--- config.mk ---
export PLATFORM = sky130hd
export DESIGN_NAME = ts_queue_arb
export DESIGN_NICKNAME = d
export VERILOG_FILES = /design/src/rtl/ts_queue_arb.sv
export SDC_FILE = /design/constraint.sdc
export NUM_CORES = 1
export LEC_CHECK = 0
export ABC_AREA = 1
export CORE_MARGIN = 3
export CORE_UTILIZATION = 57
export CTS_CLUSTER_SIZE = 28
export DETAILED_ROUTE_END_ITERATION = 8
export HOLD_SLACK_MARGIN = 0.05
export PLACE_DENSITY = 0.86
export RECOVER_POWER = 100
export REMOVE_ABC_BUFFERS = 1
export SLEW_MARGIN = 20
export SYNTH_ARGS = -nofsm -noshare
export SYNTH_HDL_FRONTEND = slang
export SYNTH_SLANG_ARGS = --single-unit
--- constraint.sdc ---
create_clock -name rtc_clk -period 9 [get_ports rtc_clk]
set_input_delay 1.35 -clock rtc_clk [delete_from_list [all_inputs] [get_ports rtc_clk]]
set_output_delay 1.35 -clock rtc_clk [all_outputs]
set_load 0.01 [all_outputs]
--- src/rtl/ts_queue_arb.sv ---
// Timestamp readout scheduler: rx/tx record FIFOs, round-robin arbitration onto one valid/ready port.
// Optional macro TS_EVENT_FILTER_EN: enqueue only PTP event messages (messageType 0..3).
module ts_queue_arb #(
    parameter int DEPTH_LOG2 = 2,
    parameter int DROP_W     = 8
) (
    input  logic                  rtc_clk,
    input  logic                  rtc_rst,
    input  logic                  flush_i,
    input  logic                  int_en_i,
    input  logic                  rx_ts_stb_i,
    input  logic [79:0]           rx_timestamp_i,
    input  logic [15:0]           rx_frac_ns_i,
    input  logic [15:0]           rx_seqId_i,
    input  logic [3:0]            rx_messageType_i,
    input  logic                  tx_ts_stb_i,
    input  logic [79:0]           tx_timestamp_i,
    input  logic [15:0]           tx_frac_ns_i,
    input  logic [15:0]           tx_seqId_i,
    input  logic [3:0]            tx_messageType_i,
    output logic                  rd_valid_o,
    input  logic                  rd_ready_i,
    output logic                  rd_dir_o,
    output logic [79:0]           rd_timestamp_o,
    output logic [15:0]           rd_frac_ns_o,
    output logic [15:0]           rd_seqId_o,
    output logic [3:0]            rd_messageType_o,
    output logic [DEPTH_LOG2:0]   rx_level_o,
    output logic [DEPTH_LOG2:0]   tx_level_o,
    output logic [DROP_W-1:0]     rx_drop_cnt_o,
    output logic [DROP_W-1:0]     tx_drop_cnt_o,
    output logic                  int_ts_o
);
    localparam int DEPTH = 1 << DEPTH_LOG2;

    typedef struct packed {
        logic [79:0] ts;
        logic [15:0] frac;
        logic [15:0] seq;
        logic [3:0]  mtype;
    } rec_t;

    typedef enum logic {S_EMPTY, S_HOLD} st_t;

    st_t                 state, state_nxt;
    rec_t                in_rec [2];
    rec_t                mem    [2][DEPTH];
    rec_t                out_rec;
    logic [DEPTH_LOG2:0] wptr [2];
    logic [DEPTH_LOG2:0] rptr [2];
    logic [DROP_W-1:0]   drop_cnt [2];
    logic [1:0]          stb, ev_ok, full, nempty, push, pop, drop;
    logic                load, gnt, last_grant, out_dir;

    // index 0 = rx, 1 = tx throughout
    always_comb begin
        in_rec[0] = '{rx_timestamp_i, rx_frac_ns_i, rx_seqId_i, rx_messageType_i};
        in_rec[1] = '{tx_timestamp_i, tx_frac_ns_i, tx_seqId_i, tx_messageType_i};
        stb       = {tx_ts_stb_i, rx_ts_stb_i};
        for (int d = 0; d < 2; d++) begin
`ifdef TS_EVENT_FILTER_EN
            ev_ok[d]  = (in_rec[d].mtype[3:2] == 2'b00);
`else
            ev_ok[d]  = 1'b1;
`endif
            nempty[d] = (wptr[d] != rptr[d]);
            full[d]   = (wptr[d] == {~rptr[d][DEPTH_LOG2], rptr[d][DEPTH_LOG2-1:0]});
        end
    end

    // Arbitration only sees FIFO contents as of the previous edge: no bypass.
    always_comb begin
        load = (state == S_EMPTY) || rd_ready_i;
        gnt  = (nempty == 2'b11) ? ~last_grant : nempty[1];
        pop[0] = load & nempty[0] & ~gnt & ~flush_i;
        pop[1] = load & nempty[1] &  gnt & ~flush_i;
        for (int d = 0; d < 2; d++) begin
            push[d] = stb[d] & ev_ok[d] & ~flush_i & (~full[d] | pop[d]);
            drop[d] = stb[d] & ev_ok[d] & ~flush_i &  full[d] & ~pop[d];
        end
        state_nxt = state;
        if (flush_i)
            state_nxt = S_EMPTY;
        else if (load)
            state_nxt = (|nempty) ? S_HOLD : S_EMPTY;
    end

    always_ff @(posedge rtc_clk or posedge rtc_rst) begin
        if (rtc_rst) state <= S_EMPTY;
        else         state <= state_nxt;
    end

    always_ff @(posedge rtc_clk) begin
        for (int d = 0; d < 2; d++)
            if (push[d]) mem[d][wptr[d][DEPTH_LOG2-1:0]] <= in_rec[d];
    end

    always_ff @(posedge rtc_clk or posedge rtc_rst) begin
        if (rtc_rst) begin
            for (int d = 0; d < 2; d++) begin
                wptr[d]     <= '0;
                rptr[d]     <= '0;
                drop_cnt[d] <= '0;
            end
            last_grant <= 1'b1;
            out_dir    <= 1'b0;
            out_rec    <= '0;
        end else if (flush_i) begin
            for (int d = 0; d < 2; d++) begin
                wptr[d]     <= '0;
                rptr[d]     <= '0;
                drop_cnt[d] <= '0;
            end
            last_grant <= 1'b1;
            out_dir    <= 1'b0;
            out_rec    <= '0;
        end else begin
            for (int d = 0; d < 2; d++) begin
                if (push[d]) wptr[d] <= wptr[d] + (DEPTH_LOG2+1)'(1);
                if (pop[d])  rptr[d] <= rptr[d] + (DEPTH_LOG2+1)'(1);
                if (drop[d] && drop_cnt[d] != '1)
                    drop_cnt[d] <= drop_cnt[d] + DROP_W'(1);
            end
            if (|pop) begin
                last_grant <= pop[1];
                out_dir    <= pop[1];
                out_rec    <= pop[1] ? mem[1][rptr[1][DEPTH_LOG2-1:0]]
                                     : mem[0][rptr[0][DEPTH_LOG2-1:0]];
            end
        end
    end

    assign rd_valid_o       = (state == S_HOLD);
    assign rd_dir_o         = out_dir;
    assign rd_timestamp_o   = out_rec.ts;
    assign rd_frac_ns_o     = out_rec.frac;
    assign rd_seqId_o       = out_rec.seq;
    assign rd_messageType_o = out_rec.mtype;
    assign rx_level_o       = wptr[0] - rptr[0];
    assign tx_level_o       = wptr[1] - rptr[1];
    assign rx_drop_cnt_o    = drop_cnt[0];
    assign tx_drop_cnt_o    = drop_cnt[1];
    assign int_ts_o         = rd_valid_o & int_en_i;
endmodule

==> results_dict.tcl <==
set metrics [dict create \
    design.die.area_um2 76900 \
    status "finished with violations" \
    critical_path_peak_fanout 56 \
    nets 3866 \
    final_cell_area_um2 50000 \
    gr-total-overflow 0 \
    worst_pin_slew_ns 3.41 \
    grt_pass1_vias 29100 \
    hold_viol 0 \
    cts_buffers 104 \
    drive_above_1_share_pct 6.21 \
    gp_congestion 0.847 \
    syn_inst 3287 \
    rows 98 \
    slew_headroom_pct -129 \
    placedInstanceArea_um2 46300 \
    hold_ws_ns 0.474 \
    die_y_um 277 \
    drc 0 \
    grtUsageTotal_pct 28.3 \
    fp.dieW_um 277 \
    dp.cells 4452 \
    syn_avg_cell_area_um2 12.8 \
    p_total_mw 13.9 \
    fmaxAchievable_mhz 147 \
    coreArea_um2 72200 \
    p_leak_nw 18.3 \
    ys_seq_elements 1075 \
    fin_skew_ns 0.0239 \
    slew_viol_final 451 \
    fillers 4479 \
    cts_setup_buffers 0 \
    worstSetupPathType "reg -> reg" \
    synthTopCellsByArea "edfxtp_1 (66%), dfrtp_1 (8.7%), nor2_1 (4.7%), o21ai_0 (4.5%), nand2_1 (4.3%)" \
    io_pins 380 \
    vias_per_cell 6.12 \
    wirelength_mm 111 \
    worst_slack_ns 2.21 \
    grt_pass1_wl_mm 167 \
    yosysWarnings 0 \
    cts_sinks 1075 \
    layout.cells.non_filler 4703 \
    violations "max-capacitance violations, max-slew violations" \
    htreeDepth 3 \
    dr.pass1.iters 6 \
    clkLatencyLatePin_ns 0.66 \
    root_buffer "clkbuf_16" \
    cts_tree "built" \
    hpwlAfterDp_mm 61.8 \
    antenna_found_initial 58 \
    rsz0062_at_grt "no" \
    cts_hold_buf 0 \
    grt_start_max_net_pins 168 \
    initial_utilization_pct 58.1 \
    min_path_type "reg -> reg" \
    worstSetupStartpointType "register" \
    area_growth_pct 19.2 \
    finalSetupViolCount 0 \
    yosysTopAreaCell "edfxtp_1" \
    worstPathArrival_ns 7.03 \
    drt_iter0_drc 3183 \
    synth-seq-area-share_pct 75.2 \
    clockBufferDepth 3 \
    period_needed_ns 6.79 \
    maxCapViolCount 8 \
    vias 28800 \
    drtAntennaViolNets 0 \
    power_density_nw_per_um2 279 \
    synth_cell_type_count 37 \
    finalCritPeriodShare_pct 75.4 \
    syn_area_um2 41900 \
    ir_worst_vdd_mv 0.210 \
    critPathRequiredTime_ns 9.24 \
    synth_top_area_share_pct 66.4 \
    route.detailed.wl_per_inst_um 23.6 \
    path_clk_slew_ns 0.06 \
    endpoint_kind "register" \
    io_buffers 379 \
    pre_cts_slack_ns 3.67 \
    cts-resized-gates 0 \
]
[cell usage after synthesis (all sizes together)]
master    n
a22o     16
nor3      5
nor3b     2
o22ai   102
inv      49
dfstp     1
o21bai    1
nor2    523
edfxtp  928
clkbuf   82
a21oi    80
nand3b    1
dfrtp   146
xnor2     2
nand3   245
buf     125
nand4     6
nand2   479
o22a     45
ha       16
or2       1
a22oi    11
xor2     10
fa        2
o21ai   409
[worst paths after layout]
path                                         start                  to  slack [ns]  cells past startpoint
min in group asynchronous                  rtc_rst      rd_seqId_o[10]        2.14                      2
worst min-delay path            rd_timestamp_o[60]  rd_timestamp_o[60]        0.47                      2
worst max register to register             rptr[4]         mem[0][102]        2.21                     12
worst min register to register  rd_timestamp_o[60]  rd_timestamp_o[60]        0.47                      2
worst max-delay path                       rptr[4]         mem[0][102]        2.21                     12
max in group asynchronous                  rtc_rst  rd_timestamp_o[51]        3.58                      3
[routing by layer]
| metal | global-route usage [%] | vias up | part of all wire, % |
|---|---|---|---|
| met4 | 11.8 | 26 | 3.6 |
| met2 | 47.3 | 1729 | 50 |
| li1 | - | 12500 | - |
| met5 | 0 | - | 0.14 |
| met3 | 6.75 | 340 | 9.9 |
| met1 | 35.9 | 14200 | 37 |
[report_power, final]
part           total (mW)  leakage (nW)  switching (mW)  internal [mW]
registers            6.06          10.4           0.282           5.78
clock network        4.52          1.77            1.85           2.68
logic                3.35          6.11            2.26           1.09
total                13.9          18.3            4.39           9.55
[flip-flops by register name, indices dropped and copies added, names as in the netlist]
register / count
last_grant: 1
mem: 928
rd_dir_o: 1
rd_frac_ns_o: 16
rd_messageType_o: 4
rd_seqId_o: 16
rd_timestamp_o: 80
rd_valid_o: 1
rptr: 6
rx_drop_cnt_o: 8
tx_drop_cnt_o: 8
wptr: 6
[stage by stage]
stage               setup TNS, ns  utilization (%)
floorplan                -1352.21                -
global placement                0             64.2
detailed placement              0             64.2
CTS                             0             69.2
global route                    0             69.1
finish                          0             69.2
[worst max-delay path, cell delays in order, from the launching register on]
cell	delay, ns
dfrtp_1	2.05
inv_4	0.75
ha_1	0.55
nand2_1	0.06
inv_1	0.07
nand3_1	0.14
nand2_1	0.16
nand2_1	0.11
nand3_1	0.13
nand2_1	0.19
nand2_1	0.29
nor2_4	0.47
clkbuf_2	1.28
[cell families after synthesis]
logic type,count (synthesis),synth area share (%)
xor+xnor,12,0.251
simple gates,1262,12.2
compound gates,664,8.84
fa+ha+maj,18,0.573
flops,1075,75.2
buf+inv,256,2.90
[cell usage in the layout (no fill, tap or decap), drive strengths merged]
cell type,synthesis,layout
nand3b,1,1
ha,16,16
clkbuf,82,158
o22a,45,45
nor3,5,5
clkdlybuf4s50,0,7
bufinv,0,11
dfstp,1,1
fa,2,2
a22oi,11,11
or2,1,1
dfrtp,146,146
nor2,523,523
o22ai,102,102
xor2,10,10
buf,125,39
a22o,16,16
clkinvlp,0,6
nand4,6,6
edfxtp,928,928
clkinv,0,25
xnor2,2,2
inv,49,52
nand3,245,245
a21oi,80,80
dlygate4sd3,0,372
nand2,479,479
diode,0,52
o21ai,409,409
nor3b,2,2
o21bai,1,1
[area by class of cell]
cell class                      count  area (um^2)  share of cell area [%]
Timing Repair Buffer              423         4110                    8.23
Tap cell                          950         1190                    2.38
Clock buffer                      153         3050                    6.10
Clock inverter                     45          563                    1.13
Sequential cell                  1075        31600                    63.1
Antenna cell                       52          130                   0.260
Inverter                           49          209                   0.418
Multi-Input combinational cell   1956         9190                    18.4
Power figures use the tool's default switching activity.
